==> src/rtl/mc_ctrl_pkg.sv <==
// Shared state, opcode and mux-select encodings for the multicycle controller.
package mc_ctrl_pkg;

    typedef enum logic [3:0] {
        FETCH,
        DECODE,
        MEMADR,
        MEMREAD,
        MEMWB,
        MEMWRITE,
        EXECUTER,
        EXECUTEI,
        ALUWB,
        BRANCH,
        JAL,
        TRAP
    } statetype;

    localparam logic [6:0] OP_LW  = 7'b0000011;
    localparam logic [6:0] OP_SW  = 7'b0100011;
    localparam logic [6:0] OP_R   = 7'b0110011;
    localparam logic [6:0] OP_I   = 7'b0010011;
    localparam logic [6:0] OP_B   = 7'b1100011;
    localparam logic [6:0] OP_JAL = 7'b1101111;

    localparam logic [1:0] RES_ALUOUT    = 2'b00;
    localparam logic [1:0] RES_DATA      = 2'b01;
    localparam logic [1:0] RES_ALURESULT = 2'b10;

    localparam logic [1:0] SRCA_PC    = 2'b00;
    localparam logic [1:0] SRCA_OLDPC = 2'b01;
    localparam logic [1:0] SRCA_RS1   = 2'b10;

    localparam logic [1:0] SRCB_RS2  = 2'b00;
    localparam logic [1:0] SRCB_IMM  = 2'b01;
    localparam logic [1:0] SRCB_FOUR = 2'b10;

    localparam logic [1:0] ALUOP_ADD   = 2'b00;
    localparam logic [1:0] ALUOP_SUB   = 2'b01;
    localparam logic [1:0] ALUOP_FUNCT = 2'b10;

    localparam logic [1:0] IMM_I = 2'b00;
    localparam logic [1:0] IMM_S = 2'b01;
    localparam logic [1:0] IMM_B = 2'b10;
    localparam logic [1:0] IMM_J = 2'b11;

endpackage

==> src/rtl/mc_controller_branch_cond.sv <==
// Branch resolution from funct3 and the ALU compare flags.
module branch_cond (
    input  logic [2:0] funct3,
    input  logic       Zero,
    input  logic       Lt,
    output logic       taken
);

    // Select the flag test named by funct3; unsupported encodings never branch.
    always_comb begin
        taken = 1'b0;
        case (funct3)
            3'b000:  taken = Zero;
            3'b001:  taken = ~Zero;
            3'b100:  taken = Lt;
            3'b101:  taken = ~Lt;
            default: taken = 1'b0;
        endcase
    end

endmodule

==> src/rtl/mc_controller.sv <==
// Multicycle control FSM: sequences the shared ALU and unified memory.
module mc_controller
    import mc_ctrl_pkg::*;
(
    input  logic       clk,
    input  logic       reset,
    input  logic [6:0] op,
    input  logic [2:0] funct3,
    input  logic       Zero,
    input  logic       Lt,
    input  logic       MemReady,
    output logic       PCWrite,
    output logic       AdrSrc,
    output logic       MemWrite,
    output logic       IRWrite,
    output logic [1:0] ResultSrc,
    output logic [1:0] ALUSrcA,
    output logic [1:0] ALUSrcB,
    output logic [1:0] ImmSrc,
    output logic [1:0] ALUOp,
    output logic       RegWrite,
    output logic       InstrDone,
    output logic       Illegal
);

    statetype state, next;
    logic     taken;

    branch_cond u_branch_cond (
        .funct3 (funct3),
        .Zero   (Zero),
        .Lt     (Lt),
        .taken  (taken)
    );

    // State register; reset returns to FETCH immediately.
    always_ff @(posedge clk or posedge reset) begin
        if (reset) state <= FETCH;
        else       state <= next;
    end

    // Next-state and output decode; strobes are masked while reset is high
    // because FETCH itself drives IRWrite/PCWrite from MemReady.
    always_comb begin
        next      = state;
        PCWrite   = 1'b0;
        AdrSrc    = 1'b0;
        MemWrite  = 1'b0;
        IRWrite   = 1'b0;
        ResultSrc = RES_ALUOUT;
        ALUSrcA   = SRCA_PC;
        ALUSrcB   = SRCB_RS2;
        ALUOp     = ALUOP_ADD;
        RegWrite  = 1'b0;
        InstrDone = 1'b0;
        Illegal   = 1'b0;
        case (state)
            FETCH: begin
                ALUSrcB   = SRCB_FOUR;
                ResultSrc = RES_ALURESULT;
                IRWrite   = MemReady;
                PCWrite   = MemReady;
                if (MemReady) next = DECODE;
            end
            DECODE: begin
                ALUSrcA = SRCA_OLDPC;
                ALUSrcB = SRCB_IMM;
                case (op)
                    OP_LW, OP_SW: next = MEMADR;
                    OP_R:         next = EXECUTER;
                    OP_I:         next = EXECUTEI;
                    OP_B:         next = BRANCH;
                    OP_JAL:       next = JAL;
                    default:      next = TRAP;
                endcase
            end
            MEMADR: begin
                ALUSrcA = SRCA_RS1;
                ALUSrcB = SRCB_IMM;
                next    = (op == OP_SW) ? MEMWRITE : MEMREAD;
            end
            MEMREAD: begin
                AdrSrc = 1'b1;
                if (MemReady) next = MEMWB;
            end
            MEMWB: begin
                ResultSrc = RES_DATA;
                RegWrite  = 1'b1;
                InstrDone = 1'b1;
                next      = FETCH;
            end
            MEMWRITE: begin
                AdrSrc    = 1'b1;
                MemWrite  = 1'b1;
                InstrDone = MemReady;
                if (MemReady) next = FETCH;
            end
            EXECUTER: begin
                ALUSrcA = SRCA_RS1;
                ALUOp   = ALUOP_FUNCT;
                next    = ALUWB;
            end
            EXECUTEI: begin
                ALUSrcA = SRCA_RS1;
                ALUSrcB = SRCB_IMM;
                ALUOp   = ALUOP_FUNCT;
                next    = ALUWB;
            end
            ALUWB: begin
                RegWrite  = 1'b1;
                InstrDone = 1'b1;
                next      = FETCH;
            end
            BRANCH: begin
                ALUSrcA   = SRCA_RS1;
                ALUOp     = ALUOP_SUB;
                PCWrite   = taken;
                InstrDone = 1'b1;
                next      = FETCH;
            end
            JAL: begin
                ALUSrcA = SRCA_OLDPC;
                ALUSrcB = SRCB_FOUR;
                PCWrite = 1'b1;
                next    = ALUWB;
            end
            TRAP: begin
                Illegal = 1'b1;
                next    = TRAP;
            end
            default: next = FETCH;
        endcase
        if (reset) begin
            PCWrite   = 1'b0;
            IRWrite   = 1'b0;
            MemWrite  = 1'b0;
            RegWrite  = 1'b0;
            InstrDone = 1'b0;
            Illegal   = 1'b0;
        end
    end

    // Immediate format follows the opcode directly, independent of state.
    always_comb begin
        ImmSrc = IMM_I;
        case (op)
            OP_SW:   ImmSrc = IMM_S;
            OP_B:    ImmSrc = IMM_B;
            OP_JAL:  ImmSrc = IMM_J;
            default: ImmSrc = IMM_I;
        endcase
    end

endmodule

==> config.mk <==
export PLATFORM = sky130hd
export DESIGN_NAME = mc_controller
export DESIGN_NICKNAME = d
export VERILOG_FILES = /design/src/rtl/mc_ctrl_pkg.sv /design/src/rtl/mc_controller_branch_cond.sv /design/src/rtl/mc_controller.sv
export SDC_FILE = /design/constraint.sdc
export NUM_CORES = 1
export LEC_CHECK = 0
export ABC_AREA = 1
export BUFFER_PORTS_ARGS = -buffer_cell sky130_fd_sc_hd__buf_2
export CAP_MARGIN = 20
export CORE_MARGIN = 2
export CORE_UTILIZATION = 42
export CTS_CLUSTER_DIAMETER = 150
export DETAILED_ROUTE_END_ITERATION = 7
export PLACE_DENSITY = 0.8
export SLEW_MARGIN = 40
export SYNTH_ARGS = -nofsm -noshare
export SYNTH_HDL_FRONTEND = slang
export SYNTH_SLANG_ARGS = --single-unit
export TNS_END_PERCENT = 50
==> constraint.sdc <==
create_clock -name clk -period 1.4 [get_ports clk]
set_clock_uncertainty 0.05 [all_clocks]
set_input_delay 0.28 -clock clk [delete_from_list [all_inputs] [get_ports clk]]
set_output_delay 0.28 -clock clk [all_outputs]
set_load 0.05 [all_outputs]
==> impl_metrics.env, run 1 <==
export IMPL_outcome="aborted with a tool error"
export IMPL_outcome_stop_stage="global routing"
export IMPL_error_line="[ERROR DPL-0038] Utilization greater than 100%, impossible to legalize"
export IMPL_yosysWarnings=0
export IMPL_post_synth_cell_area_avg_um2=5.43
export IMPL_boundaryPins=32
export IMPL_postPlaceCellArea_um2=1000
export IMPL_synth_seq_area_share_pct=17.9
export IMPL_numCtsBuffers=3
export IMPL_clkSinkCount=4
export IMPL_worstEndpointGrtRepair="ALUSrcB[0]"
export IMPL_synth_simple_area_share_pct=54.8
export IMPL_ys_ff_latch=4
export IMPL_syn_num_nets=118
export IMPL_die_h_um=40.5
export IMPL_cts_hold_buf=0
export IMPL_synth_compound_area_share_pct=13.0
export IMPL_start_util_pct=44.1
export IMPL_root_buffer="clkbuf_4"
export IMPL_synth_fa_ha_area_share_pct=0
export IMPL_syn_cell_area_um2=559
export IMPL_synth_xor_area_share_pct=1.57
export IMPL_rows=13
export IMPL_worstEpCategory="primary output"
export IMPL_grt_max_degree=7
export IMPL_synth_top_family_by_area="simple AND/OR/NAND/NOR gates"
export IMPL_synthMuxAreaShare_pct=0
export IMPL_htree_levels=1
export IMPL_clk_path_buf_depth=2
export IMPL_globalplace_congestion=0.852
export IMPL_die_w_um=40.5
export IMPL_synthCells=103
export IMPL_dp_hpwl_um=1690
export IMPL_synth_cell_types=19
export IMPL_port_buffers=31
-- cells by family after synthesis --
group / after synthesis
compound gates: 13
xor+xnor: 1
buf+inv: 19
flops: 4
simple gates: 66
-- through the flow --
step                      cells  util, %  worst slack [ps]  hold slack [ps]
after CTS                   183     93.8              -357             83.5
after detailed placement    178     79.1              -261              305
after global placement      178     79.1              -218              307
after floorplan             103        -              -424             1.89
-- synth_stat cells (all sizes together) --
library cell,number,area (um^2)
nor3,2,10.0
xor2,1,8.76
nand4,1,6.26
o22ai,1,6.26
nand3,7,35.0
or2,1,6.26
o211ai,1,7.51
nand2,33,146
nor2,22,103
a21oi,3,15.0
dfrtp,4,100
inv,19,71.3
o21ai,8,43.8
-- repair_timing --
item                                    CTS
resized for setup                        51
setup buffers                             2
endpoints found under the setup margin   18
pin swaps                                10
==> run 2, diff against run 1 <==
--- a/config.mk
+++ b/config.mk
@@ -8,11 +8,10 @@
 export ABC_AREA = 1
 export BUFFER_PORTS_ARGS = -buffer_cell sky130_fd_sc_hd__buf_2
 export CAP_MARGIN = 20
-export CORE_MARGIN = 2
-export CORE_UTILIZATION = 42
-export CTS_CLUSTER_DIAMETER = 150
+export CORE_AREA = 2 2 63 65
 export DETAILED_ROUTE_END_ITERATION = 7
-export PLACE_DENSITY = 0.8
+export DIE_AREA = 0 0 65 67
+export PLACE_DENSITY_LB_ADDON = 0.15
 export SLEW_MARGIN = 40
 export SYNTH_ARGS = -nofsm -noshare
 export SYNTH_HDL_FRONTEND = slang
==> run 2 against run 1 <==
Against the previous run: the flow now finishes, with violations (setup timing); synthesized area unchanged; synthesized cell count is the same.
==> impl_metrics.env, run 2 <==
export IMPL_clk_path_buf_depth=2
export IMPL_power_internal_uw=1670
export IMPL_synth_top_area_cell="nand2_1"
export IMPL_finalMaxSlewViolations=0
export IMPL_layout_common_cells="buf_4 (37), nand2_1 (23), buf_6 (15), buf_2 (14), nor2_4 (13)"
export IMPL_synth_area_top_cells="nand2_1 (19%), dfrtp_1 (18%), nor2_1 (12%), inv_1 (10%), nand3_1 (6.3%)"
export IMPL_switching_power_uw=1840
export IMPL_top_regs="state: 4 flops"
export IMPL_fin_crit_ps=1760
export IMPL_port_buffers=31
export IMPL_synth_most_common_cell="nand2_1"
export IMPL_antenna_found_initial=0
export IMPL_cp_start_kind="register"
export IMPL_cts_tree="done"
export IMPL_fin_crit_sh_pct=126
export IMPL_wl_per_cell_um=10.1
export IMPL_power_share_sequential_pct=7.0
export IMPL_power_density_nw_per_um2=2430
export IMPL_rows=22
export IMPL_grt_pass1_wl_um=3760
export IMPL_avgViaCountPerCell=3.96
export IMPL_instances_no_fill=226
export IMPL_yosysWarnings=0
export IMPL_die_h_um=67
export IMPL_synth_common_cells="nand2_1 (28), nor2_1 (18), inv_1 (15)"
export IMPL_finalSetupViolCount=16
export IMPL_globalplace_congestion=0.820
export IMPL_drc=0
export IMPL_ys_flop_type="dfrtp_1"
export IMPL_syn_cell_area_um2=559
export IMPL_root_buffer="clkbuf_8"
export IMPL_cp_required_ps=1070
export IMPL_synth_top_cell_area_share_pct=18.8
export IMPL_p_total_uw=3510
export IMPL_synth_edf_count=0
export IMPL_async_flop_share_pct=100
export IMPL_postPlaceCellArea_um2=1080
export IMPL_crit_arrival_ps=1430
export IMPL_dp_hpwl_um=1850
export IMPL_final_common_cell="buf_4"
export IMPL_drv_cap=0
export IMPL_crit_fanout=4
export IMPL_worstMarginPinSlew_ps=286
export IMPL_antenna_left=0
export IMPL_die_w_um=65
export IMPL_boundaryPins=32
export IMPL_grt_max_degree=7
export IMPL_rsz0062_at_grt="yes"
export IMPL_htree_levels=1
export IMPL_areaGrowthSynthToFinish_pct=158
export IMPL_numCtsBuffers=3
export IMPL_crit_path_end_kind="primary output"
export IMPL_hold_viol_final=0
export IMPL_drt_iter0_markers=6
export IMPL_nNetsFinal=195
export IMPL_synth_seq_area_share_pct=17.9
export IMPL_numPlacedInstances=216
export IMPL_start_util_pct=15.5
export IMPL_clk_latency_ps=220
export IMPL_clkPwrFrac_pct=6.8
export IMPL_combPwrFrac_pct=86.1
export IMPL_grt_pass1_vias=915
export IMPL_clock_fmax_mhz=569
export IMPL_outcome="finished with violations"
export IMPL_largest_reg_flops=4
export IMPL_relSlewSlack_pct=80.9
export IMPL_die_area_um2=4360
export IMPL_synthCells=103
export IMPL_core_um2=3610
export IMPL_path_clk_slew_ps=30
export IMPL_final_util_pct=40.1
export IMPL_layout_setup_ws_ps=-358
export IMPL_leakage_uw=0.000758
export IMPL_clkSinkCount=4
export IMPL_postLayoutCellArea_um2=1450
export IMPL_layout_drive_gt1_share_pct=69.7
export IMPL_num_vias=895
export IMPL_diodes=0
export IMPL_violations="setup timing"
export IMPL_syn_num_nets=118
export IMPL_peakVddDrop_v=0.000504
export IMPL_max_flop_register="state"
export IMPL_swShare_pct=52.3
export IMPL_min_delay_path_class="in -> async"
export IMPL_worst_setup_path_type="reg -> out"
export IMPL_drt_total_wl_um=2290
export IMPL_gr_usage_all_layers_pct=11.3
export IMPL_grt_overflow=0
export IMPL_post_synth_cell_area_avg_um2=5.43
export IMPL_synth_cell_types=19
export IMPL_whs_ps=130
export IMPL_drtPass1Iterations=2
export IMPL_ys_ff_latch=4
==> run 2: timing repair <==
item	in CTS	in global routing
setup buffers	4	3
resized for setup	59	26
hold buffers	0	0
gates cloned	0	0
endpoints found under the setup margin	19	20
pin swaps	9	8
==> run 2: routing by layer <==
metal | part of all wire [%] | routed length [um] | vias to the layer above | global-route usage, %
li1 | - | - | 470 | -
met1 | 39 | 902 | 397 | 11.1
met2 | 54 | 1250 | 26 | 23.2
met3 | 5.6 | 128 | 2 | 1.35
met4 | 0.44 | 10 | 0 | 5.32
met5 | 0 | 0 | - | 0
==> run 2: cells by family (layout without fill, tap and decap cells) <==
family,after synthesis,after routing,synth area share (%)
DFF,4,4,17.9
buffers and inverters,19,94,12.8
AOI/OAI and AO/OA,13,13,13.0
xor gates and xnor gates,1,1,1.57
and+or+nand+nor,66,66,54.8
==> run 2: through the flow <==
stage | setup TNS (ps) | setup slack (ps)
after floorplan | -2820 | -424
after global placement | -2210 | -222
after detailed placement | -2450 | -263
after CTS | -4210 | -344
after global routing | -5700 | -438
final | -4350 | -358
==> run 2: final timing paths <==
check / from / endpoint / slack [ps] / depth (start not counted)
setup / recovery: state[2] / Illegal / -360 / 6
hold / removal: reset / state[0] / 130 / 3
setup reg to reg: state[1] / state[0] / -70 / 9
hold reg to reg: state[1] / state[2] / 600 / 3
max in group asynchronous: reset / state[1] / 1060 / 3
min in group clk: MemReady / state[1] / 290 / 2
==> run 2: power by group through the flow <==
stage / sequential (uW) / clock (uW) / combinational, uW
floorplan: 237 / 0 / 1420
global placement: 236 / 0 / 2210
detailed placement: 236 / 0 / 2220
CTS: 237 / 246 / 2760
global route: 257 / 254 / 3220
finish: 247 / 239 / 3020
==> run 2: worst max-delay path, cell delays in order (launching register included) <==
cell,delay (ps)
dfrtp_1,370
buf_4,160
nor2_4,190
buf_6,140
inv_2,40
nor3_4,130
buf_6,180
==> run 2: final cells by class <==
type / count / area [um^2]
Fill cell: 391 / 2160
Timing Repair Buffer: 72 / 607
Multi-Input combinational cell: 80 / 561
Sequential cell: 4 / 101
Inverter: 19 / 75.1
Tap cell: 48 / 60.1
Clock buffer: 3 / 41.3
Power figures use the tool's default switching activity.
